**src/rtl/spi_xfer_ctrl_if.sv**
```systemverilog
// SPI transfer-controller bus bundle: CPU-side control/strobes, shift-register
// strobes, status flags and the SPISR load port.
//   master : CPU decode / shift register / status side (drives controls)
//   slave  : spi_xfer_ctrl (drives SCK, strobes, flags, status load)
interface spi_xfer_ctrl_if #(
  parameter int unsigned DIV_W = 8
);
  logic             spe;
  logic             spie;
  logic             sptie;
  logic             dr_wr;
  logic             dr_rd;
  logic             sr_rd;
  logic [DIV_W-1:0] baud_div;
  logic             sck;
  logic             shift_load;
  logic             shift_en;
  logic             rx_capture;
  logic             busy;
  logic             wcol;
  logic             spif;
  logic             sptef;
  logic             spisr_we;
  logic [7:0]       spisr_val;
  logic             spi_irq;

  modport master (
    output spe, spie, sptie, dr_wr, dr_rd, sr_rd, baud_div,
    input  sck, shift_load, shift_en, rx_capture, busy, wcol,
           spif, sptef, spisr_we, spisr_val, spi_irq
  );

  modport slave (
    input  spe, spie, sptie, dr_wr, dr_rd, sr_rd, baud_div,
    output sck, shift_load, shift_en, rx_capture, busy, wcol,
           spif, sptef, spisr_we, spisr_val, spi_irq
  );
endinterface

```
**src/rtl/spi_xfer_ctrl.sv**
```systemverilog
// SPI master transfer sequencer. Owns SPIF/SPTEF, loads SPISR, hands the data
// register to the shift register and generates SCK plus per-bit strobes.
// Ports:
//   clk  : system clock, rising edge
//   rst  : synchronous active-low reset
//   bus  : spi_xfer_ctrl_if.slave (controls in; sck, shift_load, shift_en,
//          rx_capture, busy, wcol, spif, sptef, spisr_we, spisr_val,
//          spi_irq out)
// Build option: define SPI_IRQ_EN to enable the interrupt request output;
// otherwise spi_irq is tied low and spie/sptie are ignored.
module spi_xfer_ctrl #(
  parameter int unsigned DATA_W = 8,
  parameter int unsigned DIV_W  = 8
) (
  input  logic          clk,
  input  logic          rst,
  spi_xfer_ctrl_if.slave bus
);

  localparam int unsigned BIT_W = $clog2(DATA_W);

  typedef enum logic [1:0] {IDLE, LOAD, SHIFT, DONE} state_t;

  state_t           state;
  logic [DIV_W-1:0] div_cnt;
  logic [BIT_W-1:0] bit_cnt;
  logic             armed;
  logic             rst_pend;

  logic wr_ok;
  logic wcol_nxt;
  logic sptef_nxt;
  logic spif_set;
  logic spif_clr;
  logic spif_nxt;
  logic armed_nxt;

  assign bus.spisr_val = {bus.spif, 1'b0, bus.sptef, 5'b0};

  // Flag next-state: SPTEF write/reload, SPIF set and two-step clear
  always_comb begin
    wr_ok     = bus.spe & bus.dr_wr & bus.sptef;
    wcol_nxt  = bus.spe & bus.dr_wr & ~bus.sptef;
    sptef_nxt = bus.sptef;
    if (!bus.spe || state == LOAD) begin
      sptef_nxt = 1'b1;
    end else if (wr_ok) begin
      sptef_nxt = 1'b0;
    end
    spif_set  = bus.spe & (state == DONE);
    spif_clr  = armed & bus.dr_rd;
    spif_nxt  = bus.spif;
    armed_nxt = armed;
    if (spif_set) begin
      spif_nxt  = 1'b1;
      armed_nxt = 1'b0;
    end else if (spif_clr) begin
      spif_nxt  = 1'b0;
      armed_nxt = 1'b0;
    end else if (bus.sr_rd && bus.spif) begin
      armed_nxt = 1'b1;
    end
  end

  // Sequencer FSM with registered strobes and flags
  always_ff @(posedge clk) begin
    if (!rst) begin
      state          <= IDLE;
      div_cnt        <= '0;
      bit_cnt        <= '0;
      armed          <= 1'b0;
      rst_pend       <= 1'b1;
      bus.sck        <= 1'b0;
      bus.shift_load <= 1'b0;
      bus.shift_en   <= 1'b0;
      bus.rx_capture <= 1'b0;
      bus.busy       <= 1'b0;
      bus.wcol       <= 1'b0;
      bus.spif       <= 1'b0;
      bus.sptef      <= 1'b1;
      bus.spisr_we   <= 1'b0;
    end else begin
      bus.shift_load <= 1'b0;
      bus.shift_en   <= 1'b0;
      bus.rx_capture <= 1'b0;
      bus.wcol       <= wcol_nxt;
      bus.sptef      <= sptef_nxt;
      bus.spif       <= spif_nxt;
      armed          <= armed_nxt;
      // First post-reset cycle reloads SPISR even though the flags are unchanged
      bus.spisr_we   <= rst_pend | (sptef_nxt != bus.sptef) | (spif_nxt != bus.spif);
      rst_pend       <= 1'b0;
      if (!bus.spe) begin
        state    <= IDLE;
        div_cnt  <= '0;
        bit_cnt  <= '0;
        bus.sck  <= 1'b0;
        bus.busy <= 1'b0;
      end else begin
        case (state)
          IDLE: begin
            if (!sptef_nxt) begin
              state          <= LOAD;
              bus.shift_load <= 1'b1;
              bus.busy       <= 1'b1;
            end
          end
          LOAD: begin
            state   <= SHIFT;
            div_cnt <= '0;
            bit_cnt <= '0;
            bus.sck <= 1'b0;
          end
          SHIFT: begin
            // >= so a baud_div lowered below the running count still wraps now
            if (div_cnt >= bus.baud_div) begin
              div_cnt <= '0;
              bus.sck <= ~bus.sck;
              if (bus.sck) begin
                bus.shift_en <= 1'b1;
                bit_cnt      <= bit_cnt + BIT_W'(1);
                if (bit_cnt == BIT_W'(DATA_W - 1)) begin
                  state          <= DONE;
                  bus.rx_capture <= 1'b1;
                end
              end
            end else begin
              div_cnt <= div_cnt + DIV_W'(1);
            end
          end
          DONE: begin
            if (!sptef_nxt) begin
              state          <= LOAD;
              bus.shift_load <= 1'b1;
            end else begin
              state    <= IDLE;
              bus.busy <= 1'b0;
            end
          end
          default: state <= IDLE;
        endcase
      end
    end
  end

`ifdef SPI_IRQ_EN
  // Interrupt request follows the registered flags by one cycle
  always_ff @(posedge clk) begin
    if (!rst) begin
      bus.spi_irq <= 1'b0;
    end else begin
      bus.spi_irq <= bus.spe & ((bus.spie & bus.spif) | (bus.sptie & bus.sptef));
    end
  end
`else
  logic unused_irq_en;
  assign unused_irq_en = bus.spie ^ bus.sptie;
  assign bus.spi_irq   = 1'b0;
`endif

endmodule

```
**src/flat_wrapper.sv**
```systemverilog
// flat-port wrapper written by rule: the top's interface ports become plain ports
module spi_xfer_ctrl_flat 
#(
  parameter int unsigned DATA_W = 8,
  parameter int unsigned DIV_W  = 8
)
  (clk, rst, bus_spe, bus_spie, bus_sptie, bus_dr_wr, bus_dr_rd, bus_sr_rd, bus_baud_div, bus_sck, bus_shift_load, bus_shift_en, bus_rx_capture, bus_busy, bus_wcol, bus_spif, bus_sptef, bus_spisr_we, bus_spisr_val, bus_spi_irq);
  spi_xfer_ctrl_if #(.DIV_W(DIV_W)) bus_i ();
  input  logic clk;
  input  logic rst;
  input wire logic [$bits(bus_i.spe)-1:0] bus_spe;
  input wire logic [$bits(bus_i.spie)-1:0] bus_spie;
  input wire logic [$bits(bus_i.sptie)-1:0] bus_sptie;
  input wire logic [$bits(bus_i.dr_wr)-1:0] bus_dr_wr;
  input wire logic [$bits(bus_i.dr_rd)-1:0] bus_dr_rd;
  input wire logic [$bits(bus_i.sr_rd)-1:0] bus_sr_rd;
  input wire logic [$bits(bus_i.baud_div)-1:0] bus_baud_div;
  output wire logic [$bits(bus_i.sck)-1:0] bus_sck;
  output wire logic [$bits(bus_i.shift_load)-1:0] bus_shift_load;
  output wire logic [$bits(bus_i.shift_en)-1:0] bus_shift_en;
  output wire logic [$bits(bus_i.rx_capture)-1:0] bus_rx_capture;
  output wire logic [$bits(bus_i.busy)-1:0] bus_busy;
  output wire logic [$bits(bus_i.wcol)-1:0] bus_wcol;
  output wire logic [$bits(bus_i.spif)-1:0] bus_spif;
  output wire logic [$bits(bus_i.sptef)-1:0] bus_sptef;
  output wire logic [$bits(bus_i.spisr_we)-1:0] bus_spisr_we;
  output wire logic [$bits(bus_i.spisr_val)-1:0] bus_spisr_val;
  output wire logic [$bits(bus_i.spi_irq)-1:0] bus_spi_irq;
  assign bus_i.spe = bus_spe;
  assign bus_i.spie = bus_spie;
  assign bus_i.sptie = bus_sptie;
  assign bus_i.dr_wr = bus_dr_wr;
  assign bus_i.dr_rd = bus_dr_rd;
  assign bus_i.sr_rd = bus_sr_rd;
  assign bus_i.baud_div = bus_baud_div;
  assign bus_sck = bus_i.sck;
  assign bus_shift_load = bus_i.shift_load;
  assign bus_shift_en = bus_i.shift_en;
  assign bus_rx_capture = bus_i.rx_capture;
  assign bus_busy = bus_i.busy;
  assign bus_wcol = bus_i.wcol;
  assign bus_spif = bus_i.spif;
  assign bus_sptef = bus_i.sptef;
  assign bus_spisr_we = bus_i.spisr_we;
  assign bus_spisr_val = bus_i.spisr_val;
  assign bus_spi_irq = bus_i.spi_irq;
  spi_xfer_ctrl #(.DATA_W(DATA_W), .DIV_W(DIV_W)) u_core (.clk(clk), .rst(rst), .bus(bus_i));
endmodule
```
**config.mk**
```make
export PLATFORM = sky130hd
export DESIGN_NAME = spi_xfer_ctrl_flat
export DESIGN_NICKNAME = d
export VERILOG_FILES = /design/src/rtl/spi_xfer_ctrl_if.sv /design/src/rtl/spi_xfer_ctrl.sv /design/src/flat_wrapper.sv
export SDC_FILE = /design/constraint.sdc
export NUM_CORES = 1
export LEC_CHECK = 0
export CORE_ASPECT_RATIO = 0.5
export CORE_MARGIN = 1
export CORE_UTILIZATION = 50
export DETAILED_ROUTE_END_ITERATION = 8
export PLACE_DENSITY_LB_ADDON = 0.08
export SLEW_MARGIN = 20
export SYNTH_ARGS = -nofsm -noshare
export SYNTH_HDL_FRONTEND = slang
export SYNTH_SLANG_ARGS = --single-unit
export TNS_END_PERCENT = 100
```
**constraint.sdc**
```tcl
create_clock -name clk -period 2.2 [get_ports clk]
set_input_delay 0.55 -clock clk [delete_from_list [all_inputs] [get_ports clk]]
set_output_delay 0.55 -clock clk [all_outputs]
set_load 0.01 [all_outputs]
```
==> results of run 1 <==
[kinds of logic (layout without fill, tap and decap cells)]
family / Yosys count / count (layout) / share of synthesized area
and+or+nand+nor: 76 / 76 / 0.266
DFF: 24 / 24 / 0.303
adders and majority gates: 16 / 16 / 0.126
AOI/OAI and AO/OA: 39 / 39 / 0.176
muxes: 3 / 3 / 0.0189
other: 1 / 7 / 0.00236
buffers and inverters: 28 / 48 / 0.103
xor gates and xnor gates: 1 / 1 / 0.00552
[power groups by stage]
stage	logic (mW)	registers (mW)	clock network (mW)
after floorplan	0.0836	0.457	0
after global placement	0.124	0.455	0
after detailed placement	0.126	0.455	0
after CTS	0.128	0.445	0.400
after global routing	0.151	0.446	0.413
final	0.138	0.445	0.394
[per-layer routing]
layer,vias up,GRT usage,share of wire
met3,2,0.0593,0.051
met4,0,0.0211,0.0042
li1,701,-,-
met1,617,0.281,0.49
met5,-,0,0
met2,41,0.332,0.45
[worst max-delay path, cell delays in order]
cell	delay (ns)
clkdlybuf4s50_1	0.46
inv_1	0.04
ha_1	0.32
nand2b_1	0.11
a21oi_4	0.21
o2111ai_2	0.16
a31o_1	0.27
a211oi_2	0.21
[final timing paths]
check,startpoint,to,slack [ns],cells past startpoint
min reg2reg,u_core.rst_pend$_DFF_P_,u_core.bus.spisr_we$_SDFF_PN0_,0.46,2
max reg2reg,u_core.state[1]$_SDFFE_PN0P_,u_core.state[0]$_SDFFE_PN0P_,0.32,7
max,bus_baud_div[1],u_core.state[0]$_SDFFE_PN0P_,0.06,8
min,u_core.rst_pend$_DFF_P_,u_core.bus.spisr_we$_SDFF_PN0_,0.46,2
[state kept, by name (all words and copies together), names as in the netlist]
register,count
u_core.rst_pend,1
u_core.bus.spisr_we,1
u_core.bus.sptef,1
u_core.bus.sck,1
u_core.div_cnt,8
u_core.state,2
u_core.bus.rx_capture,1
u_core.armed,1
u_core.bus.shift_en,1
u_core.bus.wcol,1
u_core.bit_cnt,3
u_core.bus.busy,1
u_core.bus.shift_load,1
u_core.bus.spif,1
[per-stage QoR]
step                power [mW]  worst slack, ns  instances
floorplan                0.540            0.373        194
global placement         0.579           -0.210        250
detailed placement       0.581           -0.230        250
CTS                      0.973           0.0440        254
global route              1.01          -0.0249        254
finish                   0.976           0.0582        254
[area by class of cell]
class                   instances  share of cell area
flip-flops and latches         24               0.243
repair buffers                 31               0.150
well taps                      40              0.0253
clock inverters                 1              0.0152
clock buffers                   3              0.0209
multi-input cells             142               0.520
inverters                      13              0.0247
[layout by cell type, fill, tap and decap left out, drive strengths merged, types with 2 or more instances in the layout]
master,count
a211o,2
a211oi,2
a21o,3
a21oi,10
a31oi,9
and2,2
and3,2
buf,7
clkbuf,3
clkdlybuf4s50,24
conb,7
dfxtp,24
ha,16
inv,13
mux2i,3
nand2,19
nand2b,10
nand3,10
nand4,10
nor2,10
nor2b,2
nor3b,3
o211ai,2
o21a,2
o21ai,6
or2b,2
[what timing repair did]
item                       4_1_cts  5_1_grt
setup buffers                    0        0
hold buffers                     0        0
gates resized for setup          0       10
setup endpoints to repair        0       12
==> out/metrics.yaml, run 1 <==
synthesis:
  synth.most_common_cell: "dfxtp_1"
  synthArstFlopShare: 0
  ys_warn_count: 0
  synth_cell_types: 47
  synthTopCellsByArea: "dfxtp_1 (30%), ha_1 (13%), buf_4 (5.2%)"
  synth_area_um2: 1590
  yosysSeqAreaShare: 0.303
  synth_area_leader_cell: "dfxtp_1"
  synth_top_area_frac: 0.303
  synth-seq-cells: 24
  synthTopCellsByCount: "dfxtp_1 (24), nand2_1 (19), ha_1 (16)"
  synth_edf_count: 0
  syn_inst: 188
  synth_flop_cell: "dfxtp_1"
  syn_area_per_cell_um2: 8.45
worst_setup_path:
  cp_data_required_time_ns: 2.40
  worstPathArrival_ns: 2.34
  path_class: "input pin to flop"
  path_max_fanout: 3
  start_kind: "input pin"
  end_kind: "flop"
cts:
  clk_pin_slew_ns: 0.09
  clk_path_buf_depth: 2
  h-tree-depth: 1
  cts_sinks: 24
  tritoncts: "built"
  cts_root_buf: "clkbuf_8"
  cts_buffers: 3
  insertion_delay_ns: 0.27
global_route:
  grt.total_usage: 0.205
  grt_max_degree: 25
  grt_pass1_vias: 1196
  antenna_found_initial: 0
  overflow: 0
  grt_pass1_wl_mm: 5.36
place:
  port-buffer-count: 24
  dp_hpwl_mm: 2.32
  dpl-instance-area_um2: 1840
  gp_congestion: 0.742
detailed_routing:
  viasPerCell: 5.36
  drcViolationCount: 0
  drt_wl_total_mm: 3.34
  dr_total_vias: 1361
  firstDrtPassIters: 4
  wl_per_cell_um: 13.1
  ant_nets: 0
  drt_iter0_markers: 47
power_and_ir_drop:
  switching_share: 0.231
  powerDensity_nw_per_um2: 494
  clkPwrFrac: 0.404
  total_leakage_power_nw: 0.745
  p_int_uw: 751
  ir_drop_v: 0.000333
  combPwrFrac: 0.141
  p_switching_uw: 225
  power_frac_seq: 0.455
flow_run:
  cap_violations: 0
sta:
  post-route-period-util: 0.974
  whs_ns: 0.462
  min_period_ns: 2.14
  max_freq_ghz: 0.467
  setup_viol: 0
  fin_skew_ns: 0.00146
  slew_headroom: 0.574
  rsz0062_at_grt: "yes"
  final-max-slew-violation-count: 0
  worst_pin_slew_ns: 0.639
  tns_ns: 0
  hold_viol: 0
floorplan:
  die_w_um: 81.7
  die_h_um: 41.8
  ios: 34
  fp.dieArea_um2: 3420
  start_util: 0.527
  rows: 14
  core_um2: 3010
worst_hold_path:
  hp-class: "flop to flop"
finish:
  seqCellArea_um2: 480
  diodes: 0
  syn_to_final_growth_pct: 24.3
  nets: 247
  final_util: 0.655
  fin_area_um2: 1970
  fillers: 252
  multi_input_area_um2: 1030
  final_layout_size_suffix_gt1_frac: 0.126
status:
  outcome: "finished clean"
Note: power is estimated with default switching activity, not from simulation.
==> inputs of run 2 (changes only) <==
--- a/config.mk
+++ b/config.mk
@@ -10,6 +10,7 @@
 export CORE_UTILIZATION = 50
 export DETAILED_ROUTE_END_ITERATION = 8
 export PLACE_DENSITY_LB_ADDON = 0.08
+export REMOVE_ABC_BUFFERS = 1
 export SLEW_MARGIN = 20
 export SYNTH_ARGS = -nofsm -noshare
 export SYNTH_HDL_FRONTEND = slang
==> run 2 against run 1 <==
Clock skew increased by 0.0021 ns. Fmax increased by 0.32%. Non-clock buffer count increased by 1. Die area unchanged. Register-to-register slack improved by 0.05 ns. Via count increased by 0.22%. Setup slack improved by 0.0068 ns. Final cell count increased by 0.39%. Global-route usage increased by 0.36 points. Sequential share of layout area decreased by 0.15 points. Sequential power about the same. Flip-flop and latch count unchanged. Critical path type unchanged. Critical endpoint unchanged. Largest cell class unchanged. Largest power group unchanged.
==> out/metrics.yaml, run 2 (synthesis results as in run 1) <==
status:
  outcome: "finished clean"
floorplan:
  rows: 14
  core_um2: 3010
  fp.dieArea_um2: 3420
  start_util: 0.527
  die_w_um: 81.7
  ios: 34
  die_h_um: 41.8
sta:
  min_period_ns: 2.13
  whs_ns: 0.467
  setup_viol: 0
  slew_headroom: 0.659
  tns_ns: 0
  fin_skew_ns: 0.00357
  max_freq_ghz: 0.468
  final-max-slew-violation-count: 0
  worst_pin_slew_ns: 0.512
  post-route-period-util: 0.970
  rsz0062_at_grt: "yes"
  hold_viol: 0
place:
  port-buffer-count: 24
  gp_congestion: 0.777
  dpl-instance-area_um2: 1860
  post-place-cells: 251
  dp_hpwl_mm: 2.36
detailed_routing:
  wl_per_cell_um: 12.5
  dr_total_vias: 1364
  ant_nets: 0
  firstDrtPassIters: 4
  drt_iter0_markers: 27
  viasPerCell: 5.35
  drt_wl_total_mm: 3.20
  drcViolationCount: 0
worst_setup_path:
  path_max_fanout: 3
  end_kind: "flop"
  critPathBufInv: 2
  path_class: "input pin to flop"
  cp_data_required_time_ns: 2.40
  crit_path_max_incr_delay_ns: 0.46
  path_cells: "clkdlybuf4s50_1 -> inv_1 -> ha_1 -> a31oi_1 -> nor2b_2 -> o2111ai_2 -> a31o_1 -> a211oi_2"
  cp_top_family: "compound AO/OA/AOI/OAI gates"
  start_kind: "input pin"
  cp_num_cells: 8
  cp-startpoint: "bus_baud_div[2]"
  slowest_stage: "clkdlybuf4s50_1"
  worstPathArrival_ns: 2.33
  r2r_start: "u_core.state[1]$_SDFFE_PN0P_"
  rr_worst_depth: 7
cts:
  cts_buffers: 3
  h-tree-depth: 1
  cts_sinks: 24
  tritoncts: "built"
  cts_root_buf: "clkbuf_8"
  postCtsSetupBuffers: 0
  clk_pin_slew_ns: 0.09
  clk_path_buf_depth: 2
  insertion_delay_ns: 0.27
power_and_ir_drop:
  p_int_uw: 753
  powerDensity_nw_per_um2: 493
  switching_share: 0.231
  ir_drop_v: 0.000311
  combPwrFrac: 0.140
  total_leakage_power_nw: 0.756
  power_frac_seq: 0.455
  clkPwrFrac: 0.405
  p_switching_uw: 226
global_route:
  grt_max_degree: 19
  grt_pass1_wl_mm: 5.35
  antenna_found_initial: 0
  grt.total_usage: 0.209
  overflow: 0
  grt_pass1_vias: 1249
worst_hold_path:
  hp-class: "flop to flop"
  holdPathStages: 2
  worstHoldStart: "u_core.rst_pend$_DFF_P_"
finish:
  syn_to_final_growth_pct: 25.1
  diodes: 0
  finalNonFillerCells: 255
  nets: 248
  regMostFlops: "u_core.div_cnt"
  largest_reg_flops: 8
  reg_top3: "u_core.div_cnt: 8 flops, u_core.bit_cnt: 3 flops, u_core.state: 2 flops"
  final_layout_size_suffix_gt1_frac: 0.140
  final_cell_mix: "clkdlybuf4s50_1 (24), dfxtp_1 (24), nand2_1 (18)"
  fin_area_um2: 1990
flow_run:
  cap_violations: 0
==> run 2: worst paths after layout <==
kind / end / slack (ns)
max: u_core.state[0]$_SDFFE_PN0P_ / 0.07
min: u_core.bus.spisr_we$_SDFF_PN0_ / 0.47
max reg2reg: u_core.state[0]$_SDFFE_PN0P_ / 0.37
min reg2reg: u_core.bus.spisr_we$_SDFF_PN0_ / 0.47
==> run 2: cell type report <==
type | count | area [um2]
fillers | 269 | 1030
multi-input cells | 142 | 1020
flip-flops and latches | 24 | 480
repair buffers | 32 | 320
well taps | 40 | 50.0
inverters | 13 | 48.8
clock buffers | 3 | 41.3
clock inverters | 1 | 30.0
==> run 2: power by group through the flow <==
stage          clock (mW)  sequential (mW)  combinational [mW]
3_5_place_dp            0            0.455               0.132
6_report            0.396            0.445               0.137
4_1_cts             0.404            0.445               0.133
2_1_floorplan           0            0.457              0.0679
5_1_grt             0.423            0.446               0.150
3_3_place_gp            0            0.455               0.129
==> run 2: metrics by stage <==
| stage | setup WS, ns | utilization | total power [mW] |
|---|---|---|---|
| after floorplan | 0.255 | - | 0.525 |
| after global placement | -0.197 | 0.617 | 0.584 |
| after detailed placement | -0.214 | 0.617 | 0.587 |
| after CTS | 0.0622 | 0.640 | 0.982 |
| after global routing | -0.00848 | 0.659 | 1.02 |
| final | 0.0650 | 0.659 | 0.979 |
==> run 2: repair_timing <==
item                       in CTS  in global routing
hold buffers                    0                  0
hold endpoints to repair        0                  0
setup endpoints to repair       0                 12
resized for setup               0                 12
==> run 2: metal layers <==
| layer | part of all wire | vias up | track usage | wire, um |
|---|---|---|---|---|
| li1 | - | 705 | - | - |
| met1 | 0.50 | 632 | 0.268 | 1600 |
| met2 | 0.45 | 25 | 0.340 | 1440 |
| met3 | 0.040 | 2 | 0.0593 | 129 |
| met4 | 0.0078 | 0 | 0.0632 | 25 |
| met5 | 0 | - | 0 | 0 |
==> run 2: worst register-to-register path: cells and delay by family (launching register included) <==
family,cells,cell delay (ns)
buffers and inverters,1,0.10
DFF,1,0.41
adders and majority gates,1,0.22
AOI/OAI and AO/OA,4,0.86
and+or+nand+nor,1,0.17
